[config.mk]
export PLATFORM = sky130hd
export DESIGN_NAME = pipelined_cbp_adder
export DESIGN_NICKNAME = d
export VERILOG_FILES = /design/src/rtl/cbp_pkg.sv /design/src/rtl/cbp_block.sv /design/src/rtl/pipelined_cbp_adder.sv
export SDC_FILE = /design/constraint.sdc
export NUM_CORES = 1
export LEC_CHECK = 0
export BUFFER_PORTS_ARGS = -buffer_cell sky130_fd_sc_hd__buf_2
export CAP_MARGIN = 20
export CORE_ASPECT_RATIO = 0.9
export CORE_MARGIN = 4
export CORE_UTILIZATION = 45
export DETAILED_ROUTE_END_ITERATION = 8
export PLACE_DENSITY = 0.67
export RECOVER_POWER = 50
export REMOVE_ABC_BUFFERS = 1
export SYNTH_ARGS = -nofsm -noshare
export SYNTH_HDL_FRONTEND = slang
export SYNTH_SLANG_ARGS = --single-unit
[constraint.sdc]
create_clock -name clk -period 4.8 [get_ports clk]
set_clock_uncertainty 0.15 [all_clocks]
set_input_delay 0.24 -clock clk [delete_from_list [all_inputs] [get_ports clk]]
set_output_delay 0.24 -clock clk [all_outputs]
set_load 0.05 [all_outputs]
[src/rtl/cbp_pkg.sv]
// Shared constants and helpers for the pipelined carry-bypass adder.
package cbp_pkg;

    localparam logic ADD = 1'b0;
    localparam logic SUB = 1'b1;

    function automatic int cbp_block_w(input int num_bits, input int num_stages);
        return num_bits / num_stages;
    endfunction

    // Legal configuration: at least one stage, and the word splits evenly into blocks.
    function automatic bit cbp_cfg_ok(input int num_bits, input int num_stages);
        return (num_stages >= 1) && (num_bits >= num_stages) && ((num_bits % num_stages) == 0);
    endfunction

endpackage

[src/rtl/cbp_block.sv]
// One combinational carry-bypass block: ripple adder whose carry-out is bypassed
// straight from carry-in when every bit propagates.
module cbp_block #(
    parameter int BLOCK_W = 8
) (
    input  logic [BLOCK_W-1:0] a,
    input  logic [BLOCK_W-1:0] b,
    input  logic               cin,
    output logic [BLOCK_W-1:0] sum,
    output logic               cout,
    output logic               c_msb_in
);

    logic [BLOCK_W-1:0] prop;
    logic [BLOCK_W-1:0] gen;
    logic               ripple_cout;

    genvar gi;
    for (gi = 0; gi < BLOCK_W; gi++) begin : g_pg
        assign prop[gi] = a[gi] ^ b[gi];
        assign gen[gi]  = a[gi] & b[gi];
    end

    always_comb begin
        logic c_run;
        c_run       = cin;
        c_msb_in    = cin;
        sum         = '0;
        ripple_cout = 1'b0;
        for (int i = 0; i < BLOCK_W; i++) begin
            if (i == BLOCK_W - 1) begin
                c_msb_in = c_run;
            end
            sum[i] = prop[i] ^ c_run;
            c_run  = gen[i] | (prop[i] & c_run);
        end
        ripple_cout = c_run;
    end

    assign cout = (&prop) ? cin : ripple_cout;

endmodule

[src/rtl/pipelined_cbp_adder.sv]
// Pipelined carry-bypass adder/subtractor: block k of the word resolves in stage k,
// with a valid/ready handshake that stalls the whole pipe as one unit.
module pipelined_cbp_adder
    import cbp_pkg::*;
#(
    parameter int NUM_BITS   = 32,
    parameter int NUM_STAGES = 4
) (
    input  logic                clk,
    input  logic                rst,
    input  logic                in_valid,
    output logic                in_ready,
    input  logic [NUM_BITS-1:0] A,
    input  logic [NUM_BITS-1:0] B,
    input  logic                Cin,
    input  logic                Sub,
    output logic                out_valid,
    input  logic                out_ready,
    output logic [NUM_BITS-1:0] Sum,
    output logic                Cout,
    output logic                Overflow
);

    localparam int BLOCK_W = cbp_block_w(NUM_BITS, NUM_STAGES);

    if (!cbp_cfg_ok(NUM_BITS, NUM_STAGES)) begin : g_cfg_check
        $error("pipelined_cbp_adder: NUM_BITS must be a non-zero multiple of NUM_STAGES");
    end

    logic adv;

    assign adv      = !out_valid || out_ready;
    assign in_ready = adv;

    genvar gi;
    for (gi = 0; gi < NUM_STAGES; gi++) begin : g_stage
        localparam int REM_IN = NUM_BITS - gi * BLOCK_W;
        localparam int SUM_W  = (gi + 1) * BLOCK_W;

        logic [REM_IN-1:0]  a_in;
        logic [REM_IN-1:0]  b_in;
        logic               c_in;
        logic               v_in;
        logic [BLOCK_W-1:0] blk_sum;
        logic               blk_cout;
        logic               blk_cmsb;
        logic [SUM_W-1:0]   sum_d;
        logic [SUM_W-1:0]   sum_q;
        logic               c_q;
        logic               v_q;

        if (gi == 0) begin : g_src
            assign a_in  = A;
            assign b_in  = (Sub == ADD) ? B : ~B;
            assign c_in  = (Sub == SUB) ? 1'b1 : Cin;
            assign v_in  = in_valid;
            assign sum_d = blk_sum;
        end else begin : g_src
            assign a_in  = g_stage[gi-1].g_mid.a_q;
            assign b_in  = g_stage[gi-1].g_mid.b_q;
            assign c_in  = g_stage[gi-1].c_q;
            assign v_in  = g_stage[gi-1].v_q;
            assign sum_d = {blk_sum, g_stage[gi-1].sum_q};
        end

        cbp_block #(
            .BLOCK_W (BLOCK_W)
        ) u_block (
            .a        (a_in[BLOCK_W-1:0]),
            .b        (b_in[BLOCK_W-1:0]),
            .cin      (c_in),
            .sum      (blk_sum),
            .cout     (blk_cout),
            .c_msb_in (blk_cmsb)
        );

        if (gi < NUM_STAGES - 1) begin : g_mid
            // Operand bits not yet consumed travel with the beat to later stages.
            logic [REM_IN-BLOCK_W-1:0] a_q;
            logic [REM_IN-BLOCK_W-1:0] b_q;
            logic                      unused_cmsb;

            // Only the top block's MSB carry matters, for signed overflow.
            assign unused_cmsb = blk_cmsb;

            always_ff @(posedge clk) begin
                if (rst) begin
                    v_q   <= 1'b0;
                    c_q   <= 1'b0;
                    sum_q <= '0;
                    a_q   <= '0;
                    b_q   <= '0;
                end else if (adv) begin
                    v_q   <= v_in;
                    c_q   <= blk_cout;
                    sum_q <= sum_d;
                    a_q   <= a_in[REM_IN-1:BLOCK_W];
                    b_q   <= b_in[REM_IN-1:BLOCK_W];
                end
            end
        end else begin : g_last
            logic ovf_q;

            always_ff @(posedge clk) begin
                if (rst) begin
                    v_q   <= 1'b0;
                    c_q   <= 1'b0;
                    sum_q <= '0;
                    ovf_q <= 1'b0;
                end else if (adv) begin
                    v_q   <= v_in;
                    c_q   <= blk_cout;
                    sum_q <= sum_d;
                    ovf_q <= blk_cmsb ^ blk_cout;
                end
            end
        end
    end

    assign out_valid = g_stage[NUM_STAGES-1].v_q;
    assign Sum       = g_stage[NUM_STAGES-1].sum_q;
    assign Cout      = g_stage[NUM_STAGES-1].c_q;
    assign Overflow  = g_stage[NUM_STAGES-1].g_last.ovf_q;

endmodule
==> results of run 1 <==
## cell usage after synthesis (2+ instances only)
cell | instances | area share
nand2_1 | 285 | 0.13
dfxtp_1 | 185 | 0.45
a21oi_1 | 143 | 0.087
nor2_1 | 41 | 0.019
inv_1 | 36 | 0.016
a211oi_2 | 35 | 0.053
fa_1 | 32 | 0.078
ha_1 | 32 | 0.049
xnor2_1 | 22 | 0.023
buf_6 | 19 | 0.026
clkbuf_1 | 18 | 0.0082
buf_2 | 17 | 0.010
xor2_1 | 10 | 0.011
buf_4 | 9 | 0.0082
nand4_1 | 6 | 0.0046
o31ai_1 | 4 | 0.0036
nor3_1 | 3 | 0.0018
o21a_1 | 3 | 0.0027
or3_1 | 3 | 0.0023
a211oi_1 | 2 | 0.0018
and4_1 | 2 | 0.0021
clkbuf_4 | 2 | 0.0018
nor2b_1 | 2 | 0.0015
## report_power, final
group          switching, mW  total, mW  internal, mW  leakage, nW
combinational          0.215      0.385         0.170         2.14
clock                  0.599       1.50         0.901        0.304
sequential            0.0595       1.70          1.64         1.52
total                  0.874       3.58          2.71         3.97
## layer usage
| layer | share of wire | track usage | up-vias |
|---|---|---|---|
| met2 | 0.46 | 0.270 | 92 |
| met1 | 0.49 | 0.231 | 2853 |
| met4 | 0.0099 | 0.0427 | 0 |
| met5 | 0 | 0 | - |
| met3 | 0.042 | 0.0407 | 14 |
| li1 | - | - | 3169 |
## state kept, by name (all words and copies together), names as in the netlist
signal and count:
Sum 32, Overflow 1, g_stage.c_q 3, g_stage.g_mid.a_q 48, out_valid 1, g_stage.v_q 3, g_stage.g_mid.b_q 48, g_stage.sum_q 48
Cout 1
## worst max path at each step
stage | start | to | cells past startpoint
after floorplan | out_valid | g_stage[1].c_q | 4
after global placement | Sub | g_stage[0].sum_q[7] | 14
after detailed placement | Sub | g_stage[0].sum_q[7] | 14
after CTS | g_stage[2].c_q | Overflow | 12
after global routing | out_valid | in_ready | 4
final | g_stage[2].c_q | Overflow | 12
## worst max-delay path, cell delays in order, from the launching register on
cell	delay [ps]
dfxtp_1	330
inv_1	110
fa_1	210
inv_1	60
fa_1	390
fa_1	390
fa_1	390
fa_1	400
fa_1	390
fa_1	440
or2_2	290
a2111oi_0	430
nor4_1	80
## cell type report
class                      instances  area [µm²]
clock buffer                      21         460
inverter                          37         143
multi-input combinational        633        3890
timing repair buffer             159         997
fill                            1675        8120
sequential                       185        3700
tap                              240         300
clock inverter                    11         168
## kinds of logic after synthesis
| logic type | after synthesis | share of synthesized area |
|---|---|---|
| xor+xnor | 32 | 0.0341 |
| buf+inv | 102 | 0.0718 |
| simple gates | 348 | 0.167 |
| fa+ha+maj | 64 | 0.126 |
| compound gates | 189 | 0.151 |
| flops | 185 | 0.450 |
## what timing repair did
item | 4_1_cts | 5_1_grt
setup endpoints to repair | 0 | 0
hold buffers | 45 | 0
endpoints found under the hold margin | 45 | 0
==> flow_summary.toml, run 1 <==
[die]
dieArea_um2 = 20500
io_pins = 106
die_w_um = 151
rows = 46
core_um2 = 17800
initial_utilization = 0.463
die_h_um = 136

[drt]
viasPerCell = 4.77
drt_iter0_markers = 291
drc = 0
wirelength_um = 16500
drt_pass1_iterations = 5
vias = 6128
antenna_left = 0
routedWlPerCell_um = 12.8

[place]
placed_cells = 1209
post-dp-hpwl_um = 10200
placed_area_um2 = 8680
io_buffer_count = 105
globalplace.congestion = 0.802
pre_cts_slack_ps = 244

[setup_path]
criticalPathCategory = "flop to flop"
r2r_end = "Overflow"
r2r_slack_ps = 600
critical_path_peak_fanout = 5
cp_data_required_time_ps = 4930
rr_startpoint = "g_stage[2].c_q"
startpoint_type = "flop"
arrival_ps = 4330
worstSetupEndpointType = "flop"
ff2ff_path_depth = 12

[clock_tree]
cts_buffers = 17
htreeDepth = 4
cts_setup_buffers = 0
cts_tree = "yes"
clock_latency_ps = 430
cts_buffer_depth = 2
post_cts_resized = 0
clkSinkCount = 185
cts_root_buffer = "clkbuf_16"
clk_pin_slew_ps = 70

[synth]
ys_seq_elements = 185
yosys.cell_types.count = 32
synth-edff-count = 0
synth_ff_type = "dfxtp_1"
netlist_area_um2 = 8230
yosysSeqAreaShare = 0.450
avgSynthCellArea_um2 = 8.95
synth_async_sr_flop_share = 0
netlist_instances = 920
ys_warn_count = 0

[sta]
setup_viol = 0
whs_ps = 8.59
maxSlewHeadroom = -0.296
drv_slew = 204
clock.fmax_mhz = 238
fin_crit_sh = 0.875
worst_pin_slew_ps = 1940
period_minus_slack_ps = 4200
layout_setup_ws_ps = 599
rsz0062_at_grt = "no"
fin_tns_setup_ps = 0
finalHoldViolations = 0

[cells_and_area]
antenna_cells = 0
finalNetCount = 1167
area_growth_syn_to_layout_pct = 17.4
stdcell_count = 1286
layout_commonest_cell = "nand2_1"
drive_gt1_frac = 0.133
layout_common_cells = "nand2_1 (285), dfxtp_1 (185), a21oi_1 (143)"
final_core_util = 0.543
stdcell_area_um2 = 9660

[min_path]
min_path_cells = 3
min_to = "g_stage[0].g_mid.b_q[22]"
worstHoldStart = "B[30]"
hold_class = "input port to flop"

[run]
maxCapViolCount = 2

[pwr]
p_per_area_nw_per_um2 = 371
vdd_drop_max_uv = 234
p_leak_nw = 3.97
power_mw = 3.58

[global_routing]
overflow = 0
gr-usage-all-layers = 0.169
first_global_vias = 5993
grt_pass1_wl_um = 28300
grt_max_degree = 109
antenna_found_initial = 0

[run_status]
violations = "max-capacitance violations, max-slew violations"
status = "complete, but fails checks"
(Power assumes the default switching activity.)
==> run 2: changes to the inputs <==
--- a/config.mk
+++ b/config.mk
@@ -13,3 +13,2 @@
 export DETAILED_ROUTE_END_ITERATION = 8
-export PLACE_DENSITY = 0.67
 export RECOVER_POWER = 50
==> constraint.sdc (replaced) <==
create_clock -name clk -period 5.3 [get_ports clk]
set_clock_uncertainty 0.15 [all_clocks]
set_input_delay 1.06 -clock clk [delete_from_list [all_inputs] [get_ports clk]]
set_output_delay 1.06 -clock clk [all_outputs]
set_load 0.05 [all_outputs]
==> flow_summary.toml, run 2 (synthesis results as in run 1) <==
[clock_tree]
cts_buffers = 17
cts-hold-fix-buffers = 0
cts_buffer_depth = 2
clk_pin_slew_ps = 70
cts_tree = "yes"
post_cts_resized = 0
cts_root_buffer = "clkbuf_16"
clock_latency_ps = 420
htreeDepth = 4
clkSinkCount = 185
cts_setup_buffers = 0

[pwr]
p_leak_nw = 3.76
p_per_area_nw_per_um2 = 341
vdd_drop_max_uv = 211
power_mw = 3.14

[drt]
drt_pass1_iterations = 4
antenna_left = 0
routedWlPerCell_um = 12.9
wirelength_um = 16000
drt_iter0_markers = 315
drc = 0
vias = 5931
viasPerCell = 4.78

[cells_and_area]
final_core_util = 0.517
layout_commonest_cell = "nand2_1"
fillers = 1739
antenna_cells = 0
area_growth_syn_to_layout_pct = 11.7
drive_gt1_frac = 0.140
largestRegisters = "g_stage.g_mid.a_q x48, g_stage.g_mid.b_q x48, g_stage.sum_q x48"
stdcell_area_um2 = 9190
finalNetCount = 1122
layout_common_cells = "nand2_1 (285), dfxtp_1 (185), a21oi_1 (143)"

[place]
globalplace.congestion = 0.727
placed_area_um2 = 8700
io_buffer_count = 105
post-dp-hpwl_um = 9870
pre_cts_slack_ps = -119

[setup_path]
max_stage_delay_ps = 450
criticalPathCategory = "input port to flop"
cp_data_required_time_ps = 5410
cp_slowest_cell = "fa_1"
critical_path.most_common_cell = "fa_1"
worstSetupEndpointType = "flop"
crit_chain = "clkbuf_1 > xor2_1 > inv_1 > fa_1 > fa_1 > fa_1 > fa_1 > fa_1 > fa_1 > fa_1 > inv_1 > fa_1 > nand2_1 > a21oi_1"
arrival_ps = 5070
critical_path_peak_fanout = 2
startpoint_type = "input port"

[die]
initial_utilization = 0.463
dieArea_um2 = 20500
io_pins = 106
die_w_um = 151
rows = 46
die_h_um = 136
core_um2 = 17800

[sta]
fin_crit_sh = 0.934
setup_viol = 0
whs_ps = 298
maxSlewHeadroom = -1.13
finalHoldViolations = 0
rsz0062_at_grt = "no"
clock.fmax_mhz = 202
worst_pin_slew_ps = 3190
drv_slew = 246
layout_setup_ws_ps = 349
period_minus_slack_ps = 4950

[run]
maxCapViolCount = 2

[global_routing]
first_global_vias = 5783
antenna_found_initial = 0
overflow = 0
grt_max_degree = 172
grt_pass1_wl_um = 27400
gr-usage-all-layers = 0.164

[run_status]
violations = "max-capacitance violations, max-slew violations"
status = "complete, but fails checks"

[min_path]
hold_class = "flop to flop"
==> run 2: cell count changes in the layout (fill, tap and decap cells not counted), moves of 2 or more <==
| cell | change |
|---|---|
| bufinv_16 | -2 |
| dlygate4sd3_1 | -45 |
| a211oi_2 | +3 |
| clkbuf_2 | -2 |
| clkbuf_1 | +3 |
| a211oi_1 | -3 |
==> run 2: final cells by class <==
cell class	instances	area [µm²]	area share
clock inverter	10	115	0.0125
tap	240	300	0.0327
clock buffer	22	474	0.0516
sequential	185	3700	0.403
multi-input combinational	633	3910	0.426
timing repair buffer	114	543	0.0591
inverter	37	144	0.0157
==> run 2: worst max-delay path, delay by kind of cell <==
kind	cells	cell delay (ps)
compound gates	1	60
xor+xnor	1	200
fa+ha+maj	8	3400
buf+inv	3	270
simple gates	1	70
==> run 2: path summary, 6_finish.rpt <==
kind / from / to / slack [ps] / cells after the start
setup / recovery: Sub / g_stage[0].sum_q[7] / 350 / 14
hold / removal: Sum[19] / Sum[19] / 300 / 2
setup reg to reg: out_valid / Overflow / 920 / 5
hold reg to reg: Sum[19] / Sum[19] / 300 / 2
==> run 2: where the power goes <==
| group | leakage (nW) | total, mW | switching, mW | internal (mW) |
|---|---|---|---|---|
| sequential | 1.52 | 1.54 | 0.0537 | 1.48 |
| combinational | 1.95 | 0.329 | 0.194 | 0.136 |
| clock | 0.283 | 1.27 | 0.536 | 0.734 |
| total | 3.76 | 3.14 | 0.784 | 2.35 |
==> run 2: stage by stage <==
step,TNS (ps),instances
after floorplan,0,855
after global placement,-27.0,1209
after detailed placement,-119,1209
after CTS,0,1241
after global routing,0,1241
final,0,1241
==> run 2: metal layers <==
layer / track usage / vias up / wire length [µm]
li1: - / 3090 / -
met1: 0.235 / 2741 / 8120
met2: 0.248 / 86 / 7040
met3: 0.0367 / 14 / 633
met4: 0.0488 / 0 / 195
met5: 0 / - / 0
==> run 3: changes to the inputs <==
- CELL_PAD_IN_SITES_DETAIL_PLACEMENT: not set -> 0
- CELL_PAD_IN_SITES_GLOBAL_PLACEMENT: not set -> 1
- PLACE_DENSITY_LB_ADDON: not set -> 0.1
==> flow_summary.toml, run 3 (synthesis results as in run 1) <==
[setup_path]
crit_chain = "buf_2 > xor2_1 > inv_1 > fa_1 > fa_1 > fa_1 > fa_1 > fa_1 > fa_1 > fa_1 > inv_1 > fa_1 > nand2_1 > a21oi_1"
rr_startpoint = "out_valid"
startpoint_type = "input port"
crit_start = "Sub"
arrival_ps = 5160
critical_path_peak_fanout = 5
max_stage_delay_ps = 440
critical_path.most_common_cell = "fa_1"
cp_data_required_time_ps = 5420
worstSetupEndpointType = "flop"
critical_path.top_delay_family = "adder cells"
criticalPathCategory = "input port to flop"
cp_slowest_cell = "fa_1"
crit_buf_inv = 3

[clock_tree]
post_cts_resized = 0
cts_tree = "yes"
clock_latency_ps = 430
clkSinkCount = 185
cts_root_buffer = "clkbuf_16"
cts_setup_buffers = 0
cts-hold-fix-buffers = 0
cts_buffer_depth = 2
htreeDepth = 4
clk_pin_slew_ps = 60
cts_buffers = 17

[drt]
routedWlPerCell_um = 12.9
drt_pass1_iterations = 5
viasPerCell = 4.69
antenna_left = 0
drt_iter0_markers = 300
drc = 0
wirelength_um = 15900
vias = 5810

[pwr]
combinationalPowerShare = 0.102
internal_power_mw = 2.41
vdd_drop_max_uv = 193
p_seq_frac = 0.485
p_per_area_nw_per_um2 = 345
p_sw_mw = 0.763
p_leak_nw = 3.75
power_mw = 3.17
p_clk_frac = 0.413
p_sw_frac = 0.240

[global_routing]
first_global_vias = 5648
overflow = 0
grt-busiest-layer = "met2"
gr-usage-all-layers = 0.163
use_met1 = 0.225
grt_pass1_wl_um = 26900
antenna_found_initial = 0
use_met3 = 0.0393
grtUsageMet2 = 0.254
grt_max_degree = 121

[place]
io_buffer_count = 105
placed_cells = 1207
pre_cts_slack_ps = -217
globalplace.congestion = 0.713
post-dp-hpwl_um = 9690

[cells_and_area]
area_growth_syn_to_layout_pct = 11.7
antenna_cells = 0
layout_commonest_cell = "nand2_1"
layout_common_cells = "nand2_1 (285), dfxtp_1 (185), a21oi_1 (143)"
stdcell_count = 1238
largestRegisters = "g_stage.g_mid.a_q x48, g_stage.g_mid.b_q x48, g_stage.sum_q x48"
final_core_util = 0.517
finalNetCount = 1120
drive_gt1_frac = 0.137

[die]
die_w_um = 151
io_pins = 106
die_h_um = 136
rows = 46
dieArea_um2 = 20500
core_um2 = 17800
initial_utilization = 0.463

[sta]
drv_slew = 273
finalHoldViolations = 0
period_minus_slack_ps = 5050
layout_setup_ws_ps = 255
setup_viol = 0
clock.fmax_mhz = 198
maxSlewHeadroom = -1.03
fin_crit_sh = 0.952
rsz0062_at_grt = "no"
fin_tns_setup_ps = 0
worst_pin_slew_ps = 3050

[min_path]
worstHoldStart = "Sum[12]"
hold_class = "flop to flop"

[run_status]
status = "complete, but fails checks"
violations = "max-capacitance violations, max-slew violations"

[run]
maxCapViolCount = 4
run 3: cell count changes in the layout (fill, tap and decap cells not counted), sizes merged:
cell    change
bufinv      +1
clkbuf      +3
clkinv      -3
inv         -2
buf         -2
run 3: metal layers:
layer,share of wire,vias to the layer above,wire length (µm)
li1,-,3080,-
met1,0.51,2638,8070
met2,0.45,79,7110
met3,0.036,13,574
met4,0.0096,0,153
met5,0,-,0
run 3: area by class of cell:
class,instances,area [µm²]
Inverter,37,144
Sequential cell,185,3700
Clock inverter,6,113
Multi-Input combinational cell,633,3910
Fill cell,1776,8590
Clock buffer,25,495
Tap cell,240,300
Timing Repair Buffer,112,527
run 3: final timing paths:
check,to,cells after the start,slack (ps)
hold reg to reg,Sum[12],2,300
setup / recovery,g_stage[0].sum_q[7],14,250
setup reg to reg,Overflow,5,860
hold / removal,Sum[12],2,300
run 3: power by group through the flow:
stage	clock network (mW)	logic [mW]	registers [mW]
after floorplan	0	0.183	1.59
after CTS	1.35	0.337	1.54
after global routing	1.41	0.374	1.55
final	1.31	0.324	1.54
after global placement	0	0.332	1.57
after detailed placement	0	0.334	1.57
run 3: worst min-delay path, stage by stage, from the launching register on:
cell and delay, ps:
dfxtp_1 310, nand2_1 50, a21oi_1 50
run 3: metrics by stage:
step	hold WS, ps	instance area [µm²]
global route	318	9200
finish	299	9200
CTS	301	9290
global placement	287	8680
detailed placement	293	8680
floorplan	276	7780
